$ cat src/rtl/AluCtrlSig_pkg.sv
// Shared constants for the multi-cycle MIPS controller: opcodes, R-type functs,
// ALU operation codes and the controller state encoding.
package AluCtrlSig_pkg;

  localparam int unsigned OP_W    = 6;
  localparam int unsigned FUNCT_W = 6;
  localparam int unsigned ALU_W   = 4;

  localparam logic [OP_W-1:0] ADD_op  = 6'h00;
  localparam logic [OP_W-1:0] J_op    = 6'h02;
  localparam logic [OP_W-1:0] BEQ_op  = 6'h04;
  localparam logic [OP_W-1:0] BNE_op  = 6'h05;
  localparam logic [OP_W-1:0] ADDI_op = 6'h08;
  localparam logic [OP_W-1:0] LW_op   = 6'h23;
  localparam logic [OP_W-1:0] SW_op   = 6'h2B;

  localparam logic [FUNCT_W-1:0] FN_ADD = 6'h20;
  localparam logic [FUNCT_W-1:0] FN_SUB = 6'h22;
  localparam logic [FUNCT_W-1:0] FN_AND = 6'h24;
  localparam logic [FUNCT_W-1:0] FN_OR  = 6'h25;
  localparam logic [FUNCT_W-1:0] FN_XOR = 6'h26;
  localparam logic [FUNCT_W-1:0] FN_NOR = 6'h27;
  localparam logic [FUNCT_W-1:0] FN_SLT = 6'h2A;

  localparam logic [ALU_W-1:0] ALU_AND = 4'd0;
  localparam logic [ALU_W-1:0] ALU_OR  = 4'd1;
  localparam logic [ALU_W-1:0] ALU_ADD = 4'd2;
  localparam logic [ALU_W-1:0] ALU_SUB = 4'd6;
  localparam logic [ALU_W-1:0] ALU_SLT = 4'd7;
  localparam logic [ALU_W-1:0] ALU_NOR = 4'd12;
  localparam logic [ALU_W-1:0] ALU_XOR = 4'd13;

  localparam logic [1:0] SRC_B_REG  = 2'd0;
  localparam logic [1:0] SRC_B_FOUR = 2'd1;
  localparam logic [1:0] SRC_B_IMM  = 2'd2;
  localparam logic [1:0] SRC_B_IMM2 = 2'd3;

  localparam logic [1:0] PC_SRC_ALU  = 2'd0;
  localparam logic [1:0] PC_SRC_OUT  = 2'd1;
  localparam logic [1:0] PC_SRC_JUMP = 2'd2;

  typedef enum logic [3:0] {
    FETCH     = 4'd0,
    DECODE    = 4'd1,
    MEM_ADDR  = 4'd2,
    MEM_READ  = 4'd3,
    MEM_WB    = 4'd4,
    MEM_WRITE = 4'd5,
    R_EXEC    = 4'd6,
    R_WB      = 4'd7,
    ADDI_EXEC = 4'd8,
    ADDI_WB   = 4'd9,
    BRANCH    = 4'd10,
    JUMP      = 4'd11
  } state_t;

endpackage

$ cat src/rtl/mips_alu_dec.sv
// R-type funct decoder: maps funct to the ALU op code and flags unsupported functs.
module mips_alu_dec
  import AluCtrlSig_pkg::*;
(
  input  logic [5:0] funct,
  output logic [3:0] alu_ctrl,
  output logic       valid
);

  always_comb begin
    alu_ctrl = ALU_ADD;
    valid    = 1'b1;
    case (funct)
      FN_ADD:  alu_ctrl = ALU_ADD;
      FN_SUB:  alu_ctrl = ALU_SUB;
      FN_AND:  alu_ctrl = ALU_AND;
      FN_OR:   alu_ctrl = ALU_OR;
      FN_NOR:  alu_ctrl = ALU_NOR;
      FN_SLT:  alu_ctrl = ALU_SLT;
      FN_XOR:  alu_ctrl = ALU_XOR;
      default: valid    = 1'b0;
    endcase
  end

endmodule

$ cat src/rtl/mips_mc_ctrl.sv
// Multi-cycle MIPS control FSM with a bounded memory-wait timeout.
// Outputs are decoded combinationally from the current state and live inputs.
module mips_mc_ctrl
  import AluCtrlSig_pkg::*;
#(
  parameter int unsigned MEM_WAIT_MAX = 15
) (
  input  logic       clk,
  input  logic       rst_n,
  input  logic [5:0] opcode,
  input  logic [5:0] funct,
  input  logic       zero,
  input  logic       mem_ready,
  output logic       mem_req,
  output logic       mem_write,
  output logic       iord,
  output logic       ir_write,
  output logic       reg_write,
  output logic       reg_dst,
  output logic       mem_to_reg,
  output logic       alu_src_a,
  output logic [1:0] alu_src_b,
  output logic [1:0] pc_src,
  output logic [3:0] alu_ctrl,
  output logic       pcEn,
  output logic       instr_done,
  output logic       illegal_op,
  output logic       mem_err
);

  localparam int unsigned CNT_W = (MEM_WAIT_MAX < 2) ? 1 : $clog2(MEM_WAIT_MAX + 1);

  state_t           state;
  state_t           state_nxt;
  logic [CNT_W-1:0] wait_cnt;
  logic             timeout;
  logic [3:0]       dec_alu_ctrl;
  logic             funct_ok;

  mips_alu_dec u_alu_dec (
    .funct    (funct),
    .alu_ctrl (dec_alu_ctrl),
    .valid    (funct_ok)
  );

  assign timeout = (wait_cnt == CNT_W'(MEM_WAIT_MAX));

  // State register
  always_ff @(posedge clk or negedge rst_n) begin
    if (!rst_n) begin
      state <= FETCH;
    end else begin
      state <= state_nxt;
    end
  end

  // Wait counter: restarts on every state change or timeout, counts unanswered requests
  always_ff @(posedge clk or negedge rst_n) begin
    if (!rst_n) begin
      wait_cnt <= '0;
    end else if ((state_nxt != state) || mem_err) begin
      wait_cnt <= '0;
    end else if (mem_req && !mem_ready) begin
      wait_cnt <= wait_cnt + CNT_W'(1);
    end
  end

  // Next-state and output decode
  always_comb begin
    state_nxt  = state;
    mem_req    = 1'b0;
    mem_write  = 1'b0;
    iord       = 1'b0;
    ir_write   = 1'b0;
    reg_write  = 1'b0;
    reg_dst    = 1'b0;
    mem_to_reg = 1'b0;
    alu_src_a  = 1'b0;
    alu_src_b  = SRC_B_REG;
    pc_src     = PC_SRC_ALU;
    alu_ctrl   = ALU_AND;
    pcEn       = 1'b0;
    instr_done = 1'b0;
    illegal_op = 1'b0;
    mem_err    = 1'b0;

    case (state)
      FETCH: begin
        alu_src_b = SRC_B_FOUR;
        alu_ctrl  = ALU_ADD;
        if (timeout) begin
          mem_err = 1'b1;
        end else begin
          mem_req = 1'b1;
          if (mem_ready) begin
            ir_write  = 1'b1;
            pcEn      = 1'b1;
            state_nxt = DECODE;
          end
        end
      end

      DECODE: begin
        alu_src_b = SRC_B_IMM2;
        alu_ctrl  = ALU_ADD;
        case (opcode)
          LW_op, SW_op:   state_nxt = MEM_ADDR;
          ADDI_op:        state_nxt = ADDI_EXEC;
          BEQ_op, BNE_op: state_nxt = BRANCH;
          J_op:           state_nxt = JUMP;
          ADD_op: begin
            if (funct_ok) begin
              state_nxt = R_EXEC;
            end else begin
              illegal_op = 1'b1;
              state_nxt  = FETCH;
            end
          end
          default: begin
            illegal_op = 1'b1;
            state_nxt  = FETCH;
          end
        endcase
      end

      MEM_ADDR: begin
        alu_src_a = 1'b1;
        alu_src_b = SRC_B_IMM;
        alu_ctrl  = ALU_ADD;
        state_nxt = (opcode == LW_op) ? MEM_READ : MEM_WRITE;
      end

      MEM_READ: begin
        if (timeout) begin
          mem_err   = 1'b1;
          state_nxt = FETCH;
        end else begin
          mem_req = 1'b1;
          iord    = 1'b1;
          if (mem_ready) begin
            state_nxt = MEM_WB;
          end
        end
      end

      MEM_WB: begin
        reg_write  = 1'b1;
        mem_to_reg = 1'b1;
        instr_done = 1'b1;
        state_nxt  = FETCH;
      end

      MEM_WRITE: begin
        if (timeout) begin
          mem_err   = 1'b1;
          state_nxt = FETCH;
        end else begin
          mem_req   = 1'b1;
          mem_write = 1'b1;
          iord      = 1'b1;
          if (mem_ready) begin
            instr_done = 1'b1;
            state_nxt  = FETCH;
          end
        end
      end

      R_EXEC: begin
        alu_src_a = 1'b1;
        alu_src_b = SRC_B_REG;
        alu_ctrl  = dec_alu_ctrl;
        state_nxt = R_WB;
      end

      R_WB: begin
        reg_write  = 1'b1;
        reg_dst    = 1'b1;
        instr_done = 1'b1;
        state_nxt  = FETCH;
      end

      ADDI_EXEC: begin
        alu_src_a = 1'b1;
        alu_src_b = SRC_B_IMM;
        alu_ctrl  = ALU_ADD;
        state_nxt = ADDI_WB;
      end

      ADDI_WB: begin
        reg_write  = 1'b1;
        instr_done = 1'b1;
        state_nxt  = FETCH;
      end

      BRANCH: begin
        alu_src_a  = 1'b1;
        alu_src_b  = SRC_B_REG;
        alu_ctrl   = ALU_SUB;
        pc_src     = PC_SRC_OUT;
        pcEn       = (opcode == BEQ_op) ? zero : ~zero;
        instr_done = 1'b1;
        state_nxt  = FETCH;
      end

      JUMP: begin
        pc_src     = PC_SRC_JUMP;
        pcEn       = 1'b1;
        instr_done = 1'b1;
        state_nxt  = FETCH;
      end

      default: state_nxt = FETCH;
    endcase
  end

endmodule

$ cat config.mk
export PLATFORM = sky130hd
export DESIGN_NAME = mips_mc_ctrl
export DESIGN_NICKNAME = d
export VERILOG_FILES = /design/src/rtl/AluCtrlSig_pkg.sv /design/src/rtl/mips_alu_dec.sv /design/src/rtl/mips_mc_ctrl.sv
export SDC_FILE = /design/constraint.sdc
export NUM_CORES = 1
export LEC_CHECK = 0
export CAP_MARGIN = 25
export CELL_PAD_IN_SITES_DETAIL_PLACEMENT = 0
export CELL_PAD_IN_SITES_GLOBAL_PLACEMENT = 1
export CORE_MARGIN = 10
export CORE_UTILIZATION = 35
export DETAILED_ROUTE_END_ITERATION = 12
export PLACE_DENSITY = 0.9
export SETUP_SLACK_MARGIN = 0.3
export SKIP_LAST_GASP = 1
export SLEW_MARGIN = 20
export SYNTH_ARGS = -nofsm -noshare
export SYNTH_HDL_FRONTEND = slang
export SYNTH_SLANG_ARGS = --single-unit
$ cat constraint.sdc
create_clock -name clk -period 7 [get_ports clk]
set_clock_uncertainty 0.15 [all_clocks]
set_input_delay 2.1 -clock clk [delete_from_list [all_inputs] [get_ports clk]]
set_output_delay 2.1 -clock clk [all_outputs]
set_load 0.03 [all_outputs]
Word-level counts from Yosys, hierarchy flattened
Index checks and enable logic that the tools add are counted.

Flip-flop bits (word level): 8.

Add/subtract/negate cells: 1. Mux-type cells: 36. Reduce and logical (&&, ||, !) cells: 17. Bitwise logic cells: 1. Eq/ne operators: 26.

Operator list (count): $eq 6x6->1 const B (9); $mux 4 (8); $pmux 4 s7 (1); $pmux 4 s6 (1); $eq 4x4->1 const B (5); $pmux 4 s5 (1); $mux 1 (17); $eq 4x3->1 const B (4); $eq 6x3->1 const B (2); $pmux 4 s3 (1); $eq 4x2->1 const B (2); $reduce_or 2->1 (4); $reduce_or 4->1 (2); $reduce_or 7->1 (1); $eq 6x2->1 const B (1); $eq 6x4->1 const B (1); $logic_not 6->1 (1); $mux 3 (2); $pmux 2 s3 (1); $reduce_or 3->1 (2); $reduce_or 6->1 (1); $reduce_or 5->1 (1); $add 4x1->4 const B (1); $eq 4x1->1 const B (1); other kinds (10) (11).

Logic depth before layout (Yosys ltp)
Gate-level depths: netlist of the first run.

Depth after elaboration: 9. Depth in mapped cells: 7. Gate-level depth less buffers: 6.

By module
From an unflattened synthesis of the first run, not the netlist that was laid out.

Cell total of the unflattened synthesis: 145. Area total of the unflattened synthesis: 1098.6 um2.

By module, submodules not included: mips_mc_ctrl (cells an instance 131, times used 1, seq. area each 200.2 um2, area each 991.0 um2); mips_alu_dec (cells an instance 14, times used 1, seq. area each 0.0 um2, area each 107.6 um2).

Least setup slack after synthesis of the first run
No wires, ideal clock.

Path kind: input -> output. Start: input port mem_ready. End: output port pcEn. Data arrival time: 3.489 ns. Path buffers: 0. Stages: 3. Slack: 1.261 ns. Cell sequence: nand2_1 -> nor4_1 -> a211o_1.

Word-level cells in the longest chain between the ends: 3.

Ends and longest elaborated chain: from (decl) (line mips_mc_ctrl.sv:13) `input logic mem_ready,`; $mux 1 (line mips_mc_ctrl.sv:95) `if (mem_ready) begin`; $mux 1; $pmux 1 s3 (line mips_mc_ctrl.sv:87) `case (state)`; to (decl) (line mips_mc_ctrl.sv:25) `output logic pcEn,`.

No other way between the ends.

Worst setup path after layout of the first run
Start: input port opcode[0]. End: output port pcEn.

Word-level cells in the longest chain between the ends: 3.

Ends and longest elaborated chain: from (decl) (line mips_mc_ctrl.sv:10) `input logic [5:0] opcode,`; $eq 6x3->1 (line mips_mc_ctrl.sv:200) `pcEn = (opcode == BEQ_op) ? zero : ~zero;`; $mux 1 (line mips_mc_ctrl.sv:200); $pmux 1 s3 (line mips_mc_ctrl.sv:87).

No other way between the ends.

==> impl_metrics.env, run 1 <==
export IMPL_outcome="completed"
export IMPL_syn_instance_count=151
export IMPL_fmax_ghz=0.157
export IMPL_gr_total_overflow=0
export IMPL_worst_setup_path_type="input port to output pin"
export IMPL_core_um2=3030
export IMPL_ys_warn_count=0
export IMPL_die_x_um=76.2
export IMPL_avgSynthCellArea_um2=7.32
export IMPL_cts_buffers=3
export IMPL_cts_tree="built"
export IMPL_synth_nets=168
export IMPL_clkTransAtPathRegs_ns=0.05
export IMPL_wl_um=3250
export IMPL_min_period_ns=6.35
export IMPL_htreeDepth=1
export IMPL_finalCoreUtilization_pct=48.1
export IMPL_hold_path_depth=2
export IMPL_yosys_top_cells_area="dfrtp_1 18%, nor2_1 8.5%, nor4b_1 4.8%"
export IMPL_p_leak_nw=0.568
export IMPL_cap_violations=0
export IMPL_synth_edf_count=0
export IMPL_ys_ff_latch=8
export IMPL_worst_slack_ns=0.649
export IMPL_antenna_cells=0
export IMPL_worst_slew_pin_slew_ns=0.665
export IMPL_chipHeight_um=76.2
export IMPL_cts_setup_buffers=0
export IMPL_rsz0062_at_grt="no"
export IMPL_holdBufCountCts=0
export IMPL_async_reset_ff_share_pct=100
export IMPL_netlist_area_um2=1100
export IMPL_top_layer_used="met4"
export IMPL_wl_per_cell_um=14.6
export IMPL_viasPerCell=5.34
export IMPL_area_growth_pct=31.7
export IMPL_io_buffers=35
export IMPL_dpl_cell_count=219
export IMPL_hold_violations=0
export IMPL_core_rowCount=20
export IMPL_slew_headroom_pct=55.7
export IMPL_synth_top_area_share_pct=18.1
export IMPL_period_share_pct=90.7
export IMPL_antenna_found_initial=0
export IMPL_dr_pass1_iters=4
export IMPL_worstPathRequired_ns=4.75
export IMPL_multi_input_area_um2=805
export IMPL_fillers=311
export IMPL_wl_met3_um=156
export IMPL_ant_nets=0
export IMPL_dp_hpwl_um=2560
export IMPL_clk_path_buf_depth=2
export IMPL_hold_class="register to register"
export IMPL_final_nets=197
export IMPL_drtIter0Drc=87
export IMPL_start_util_pct=36.5
export IMPL_drive_above_1_share_pct=4.49
export IMPL_first_global_vias=1113
export IMPL_ir_worst_vdd_v=0.0000934
export IMPL_grt_total_usage_pct=10.5
export IMPL_synthFlopType="dfrtp_1"
export IMPL_drt_met1_wl_um=1470
export IMPL_wl_met2_um=1560
export IMPL_synth_top_cell_by_area="dfrtp_1"
export IMPL_crit_arrival_ns=4.10
export IMPL_regArea_um2=200
export IMPL_p_per_area_nw_per_um2=212
export IMPL_synth_most_common_cell="nor2_1"
export IMPL_synth_commonest_cells="25 x nor2_1, 9 x nand2_1, 8 x dfrtp_1, 8 x nand2b_1, 8 x nand3_1"
export IMPL_finalSetupTns_ns=0
export IMPL_cts_resized=0
export IMPL_start_kind="input port"
export IMPL_final_cell_count_no_fill=222
export IMPL_cts_sinks=8
export IMPL_ios=36
export IMPL_drcViolationCount=0
export IMPL_num_vias=1186
export IMPL_gp_congestion=0.782
export IMPL_grt_max_degree=25
export IMPL_setup_violations=0
export IMPL_synth_cell_types=45
export IMPL_seq_area_frac_synth_pct=18.1
export IMPL_die_area_um2=5800
export IMPL_grt_pass1_wl_um=5320
export IMPL_clkLatencyLatePin_ns=0.26
export IMPL_cts_root_buf="clkbuf_4"
export IMPL_rr_worst_depth=5
export IMPL_path_max_fanout=5
export IMPL_crit_path_end_kind="output pin"
export IMPL_pre_cts_ws_ns=0.639
export IMPL_slew_viol_final=0
==> where the power goes <==
part / total (W) / switching, W / internal [W]
clock: 0.0000357 / 0.0000161 / 0.0000196
sequential: 0.0000826 / 0.0000265 / 0.0000561
combinational: 0.000190 / 0.000102 / 0.0000871
total: 0.000308 / 0.000145 / 0.000163
==> worst max-delay path, stage by stage <==
cell and delay, ns:
clkdlybuf4s50_1 0.48, nor3_1 0.33, nand3_1 0.14, xor2_1 0.16
a211o_1 0.29, clkdlybuf4s50_1 0.60
==> per-stage QoR <==
step                      hold slack (ns)  area [um2]  power, W
after floorplan                     0.397        1100  0.000217
after global placement              0.414        1430  0.000269
after detailed placement            0.425        1430  0.000273
after CTS                           0.433        1460  0.000310
after global routing                0.443        1460  0.000330
final                               0.434        1460  0.000308
==> routing by layer <==
layer  vias up  GRT usage, %
met2        34          17.8
met1       543          12.6
met3         7          1.65
met4         0          4.46
met5         -             0
li1        602             -
==> flip-flops by register name, indices dropped and copies added, names as in the netlist <==
| register | flops |
|---|---|
| wait_cnt | 4 |
| state | 4 |
==> layout by cell type, fill, tap and decap left out, drive strengths merged, types with 2 or more instances in the layout <==
cell type	synthesis	routed
nor3b	3	3
nor4	6	6
xnor2	3	3
nor2	25	25
o22ai	2	2
a21o	4	4
nand2b	8	8
nand2	9	9
inv	6	6
a21oi	6	6
dfrtp	8	8
nor4b	6	6
nor2b	3	3
o31a	2	2
a31oi	4	4
nand3b	2	2
a211oi	4	4
or4	2	2
nor3	6	6
nand3	8	8
or3	2	2
clkbuf	4	3
xor2	4	4
o21ai	3	3
clkdlybuf4s50	0	35
==> layout make-up <==
type	instances	share of cell area, %
inverter	6	1.55
clock buffer	3	1.55
multi-input combinational	126	55.3
tap	44	3.78
timing repair buffer	35	24.1
sequential	8	13.8
==> path summary, 6_finish.rpt <==
| kind | startpoint | end | slack, ns |
|---|---|---|---|
| setup / recovery | opcode[0] | pcEn | 0.65 |
| hold / removal | wait_cnt[0]$_DFFE_PN0P_ | wait_cnt[0]$_DFFE_PN0P_ | 0.43 |
| setup reg to reg | state[0]$_DFF_PN0_ | wait_cnt[3]$_DFFE_PN0P_ | 4.56 |
| hold reg to reg | wait_cnt[0]$_DFFE_PN0P_ | wait_cnt[0]$_DFFE_PN0P_ | 0.43 |
| max in group asynchronous | rst_n | wait_cnt[1]$_DFFE_PN0P_ | 4.45 |
| min in group asynchronous | rst_n | state[1]$_DFF_PN0_ | 1.98 |
==> cells by family after synthesis <==
family / after synthesis / synth area share, %
AND/OR/NAND/NOR: 87 / 45.5
AO/OA/AOI/OAI: 30 / 19.3
buffers and inverters: 17 / 9.06
flip-flops: 8 / 18.1
XOR/XNOR: 7 / 5.55
multiplexers: 1 / 1.36
adder cells (fa/ha/maj): 1 / 1.13
No activity file was read; power rests on OpenSTA's default activity.
==> run 2, diff against run 1 <==
--- a/config.mk
+++ b/config.mk
@@ -9,9 +9,10 @@
 export CELL_PAD_IN_SITES_DETAIL_PLACEMENT = 0
 export CELL_PAD_IN_SITES_GLOBAL_PLACEMENT = 1
 export CORE_MARGIN = 10
-export CORE_UTILIZATION = 35
+export CORE_UTILIZATION = 36
+export CTS_BUF_LIST = sky130_fd_sc_hd__clkbuf_8
 export DETAILED_ROUTE_END_ITERATION = 12
-export PLACE_DENSITY = 0.9
+export PLACE_DENSITY = 0.92
 export SETUP_SLACK_MARGIN = 0.3
 export SKIP_LAST_GASP = 1
 export SLEW_MARGIN = 20
==> run 2 against run 1 <==
  * Flip-flop and latch count unchanged
  * Sequential power about the same
  * First-iteration DRC count decreased by 21%
  * Cell count decreased by 5.0%
  * Sequential share of layout area about the same
  * Clock power increased by 57%
  * Critical path type unchanged
  * Global-route usage increased by 0.98 points
  * Critical path depth unchanged
  * Wire length decreased by 3.1%
  * Combinational power about the same
  * Die area decreased by 2.1%
  * Non-clock buffer count unchanged
  * Largest cell class unchanged
==> impl_metrics.env, run 2 (synthesis results as in run 1) <==
export IMPL_gp_congestion=0.815
export IMPL_finish_instance_area_um2=1460
export IMPL_p_leak_nw=0.576
export IMPL_io_buffers=35
export IMPL_fmax_ghz=0.157
export IMPL_rrSetupSlack_ns=4.55
export IMPL_drcViolationCount=0
export IMPL_r2r_end="wait_cnt[2]$_DFFE_PN0P_"
export IMPL_cts_buffers=3
export IMPL_die_area_um2=5680
export IMPL_dp_hpwl_um=2500
export IMPL_cap_violations=0
export IMPL_grt_total_usage_pct=11.4
export IMPL_period_share_pct=90.9
export IMPL_min_period_ns=6.36
export IMPL_cts_root_buf="clkbuf_8"
export IMPL_setup_violations=0
export IMPL_wl_um=3150
export IMPL_crit_arrival_ns=4.11
export IMPL_p_per_area_nw_per_um2=224
export IMPL_reg_top3="state: 4 flops, wait_cnt: 4 flops"
export IMPL_rsz0062_at_grt="no"
export IMPL_area_growth_pct=32.2
export IMPL_outcome="completed"
export IMPL_slew_headroom_pct=54.6
export IMPL_use_met1_pct=12.8
export IMPL_hold_class="register to register"
export IMPL_crit_family="buffers and inverters"
export IMPL_htreeDepth=1
export IMPL_clkTransAtPathRegs_ns=0.04
export IMPL_busiest_layer="met2"
export IMPL_grt_max_degree=25
export IMPL_path_max_fanout=5
export IMPL_start_util_pct=36.8
export IMPL_layout_commonest_cell="clkdlybuf4s50_1"
export IMPL_met3_usage_pct=2.73
export IMPL_cp_common_cell="clkdlybuf4s50_1"
export IMPL_start_kind="input port"
export IMPL_post_dp_cell_area_um2=1420
export IMPL_layout_cells_most_common_list="35 x clkdlybuf4s50_1, 25 x nor2_1, 9 x nand2_1"
export IMPL_worst_setup_path_type="input port to output pin"
export IMPL_clk_path_buf_depth=2
export IMPL_pre_cts_ws_ns=0.652
export IMPL_core_um2=3000
export IMPL_die_x_um=75.4
export IMPL_finalSetupTns_ns=0
export IMPL_cts_resized=0
export IMPL_wl_per_cell_um=14.9
export IMPL_drtIter0Drc=69
export IMPL_crit_cells=6
export IMPL_holdBufCountCts=0
export IMPL_grt_pass1_wl_um=5220
export IMPL_core_rowCount=20
export IMPL_cp_cell_sequence="clkdlybuf4s50_1, nor3_1, nand3_1, xor2_1, a211o_1, clkdlybuf4s50_1"
export IMPL_final_nets=197
export IMPL_clkLatencyLatePin_ns=0.23
export IMPL_critical_path_buf_inv_count=2
export IMPL_num_vias=1210
export IMPL_crit_path_end_kind="output pin"
export IMPL_ios=36
export IMPL_chipHeight_um=75.4
export IMPL_use_met2_pct=20.6
export IMPL_rr_worst_depth=5
export IMPL_antenna_found_initial=0
export IMPL_cts_tree="built"
export IMPL_gr_total_overflow=0
export IMPL_cts_setup_buffers=0
export IMPL_crit_path_end="pcEn"
export IMPL_first_global_vias=1161
export IMPL_antenna_cells=0
export IMPL_hold_path_depth=2
export IMPL_worstPathRequired_ns=4.75
export IMPL_slowest_stage="clkdlybuf4s50_1"
export IMPL_dr_pass1_iters=4
export IMPL_critPathLaunch="opcode[0]"
export IMPL_hold_violations=0
export IMPL_viasPerCell=5.73
export IMPL_rr_startpoint="state[2]$_DFF_PN0_"
export IMPL_worst_slack_ns=0.639
export IMPL_slowest_delay_ns=0.60
export IMPL_slew_viol_final=0
export IMPL_drive_above_1_share_pct=4.49
export IMPL_ant_nets=0
export IMPL_ir_worst_vdd_v=0.0000742
export IMPL_worst_slew_pin_slew_ns=0.680
export IMPL_cts_sinks=8
## run 2: per-stage QoR
| step | util [%] | hold WS, ns | power [W] | std cells |
|---|---|---|---|---|
| after floorplan | - | 0.397 | 0.000217 | 151 |
| after global placement | 47.3 | 0.415 | 0.000270 | 208 |
| after detailed placement | 47.3 | 0.423 | 0.000272 | 208 |
| after CTS | 48.6 | 0.429 | 0.000329 | 211 |
| after global routing | 48.6 | 0.456 | 0.000352 | 211 |
| final | 48.6 | 0.429 | 0.000328 | 211 |
## run 2: layout make-up
type / instances / area (um2)
inverter: 6 / 22.5
tap: 33 / 41.3
multi-input combinational: 126 / 805
clock buffer: 3 / 41.3
fill: 315 / 1540
sequential: 8 / 200
timing repair buffer: 35 / 350
## run 2: worst min-delay path by stage
stage                                  startpoint                       to
after floorplan           wait_cnt[0]$_DFFE_PN0P_  wait_cnt[0]$_DFFE_PN0P_
after global placement    wait_cnt[0]$_DFFE_PN0P_  wait_cnt[0]$_DFFE_PN0P_
after detailed placement  wait_cnt[0]$_DFFE_PN0P_  wait_cnt[0]$_DFFE_PN0P_
after CTS                 wait_cnt[0]$_DFFE_PN0P_  wait_cnt[0]$_DFFE_PN0P_
after global routing      wait_cnt[0]$_DFFE_PN0P_  wait_cnt[0]$_DFFE_PN0P_
final                     wait_cnt[0]$_DFFE_PN0P_  wait_cnt[0]$_DFFE_PN0P_
## run 2: report_power, final
| part | total, W | leakage, nW | switching (W) | internal (W) |
|---|---|---|---|---|
| Combinational | 0.000189 | 0.447 | 0.000102 | 0.0000872 |
| Clock | 0.0000560 | 0.0216 | 0.0000187 | 0.0000373 |
| Sequential | 0.0000829 | 0.107 | 0.0000266 | 0.0000563 |
## run 2: layer usage
| metal | share of wire, % | wire (um) | vias up |
|---|---|---|---|
| met1 | 44 | 1380 | 573 |
| met3 | 5.1 | 159 | 5 |
| met5 | 0 | 0 | - |
| met2 | 50 | 1560 | 25 |
| met4 | 1.5 | 46 | 0 |
| li1 | - | - | 607 |
## run 2: tightest hold or removal path, stage by stage (launching register included)
cell and delay [ns]:
dfrtp_1 0.36, nor2_1 0.05, nor4b_1 0.13
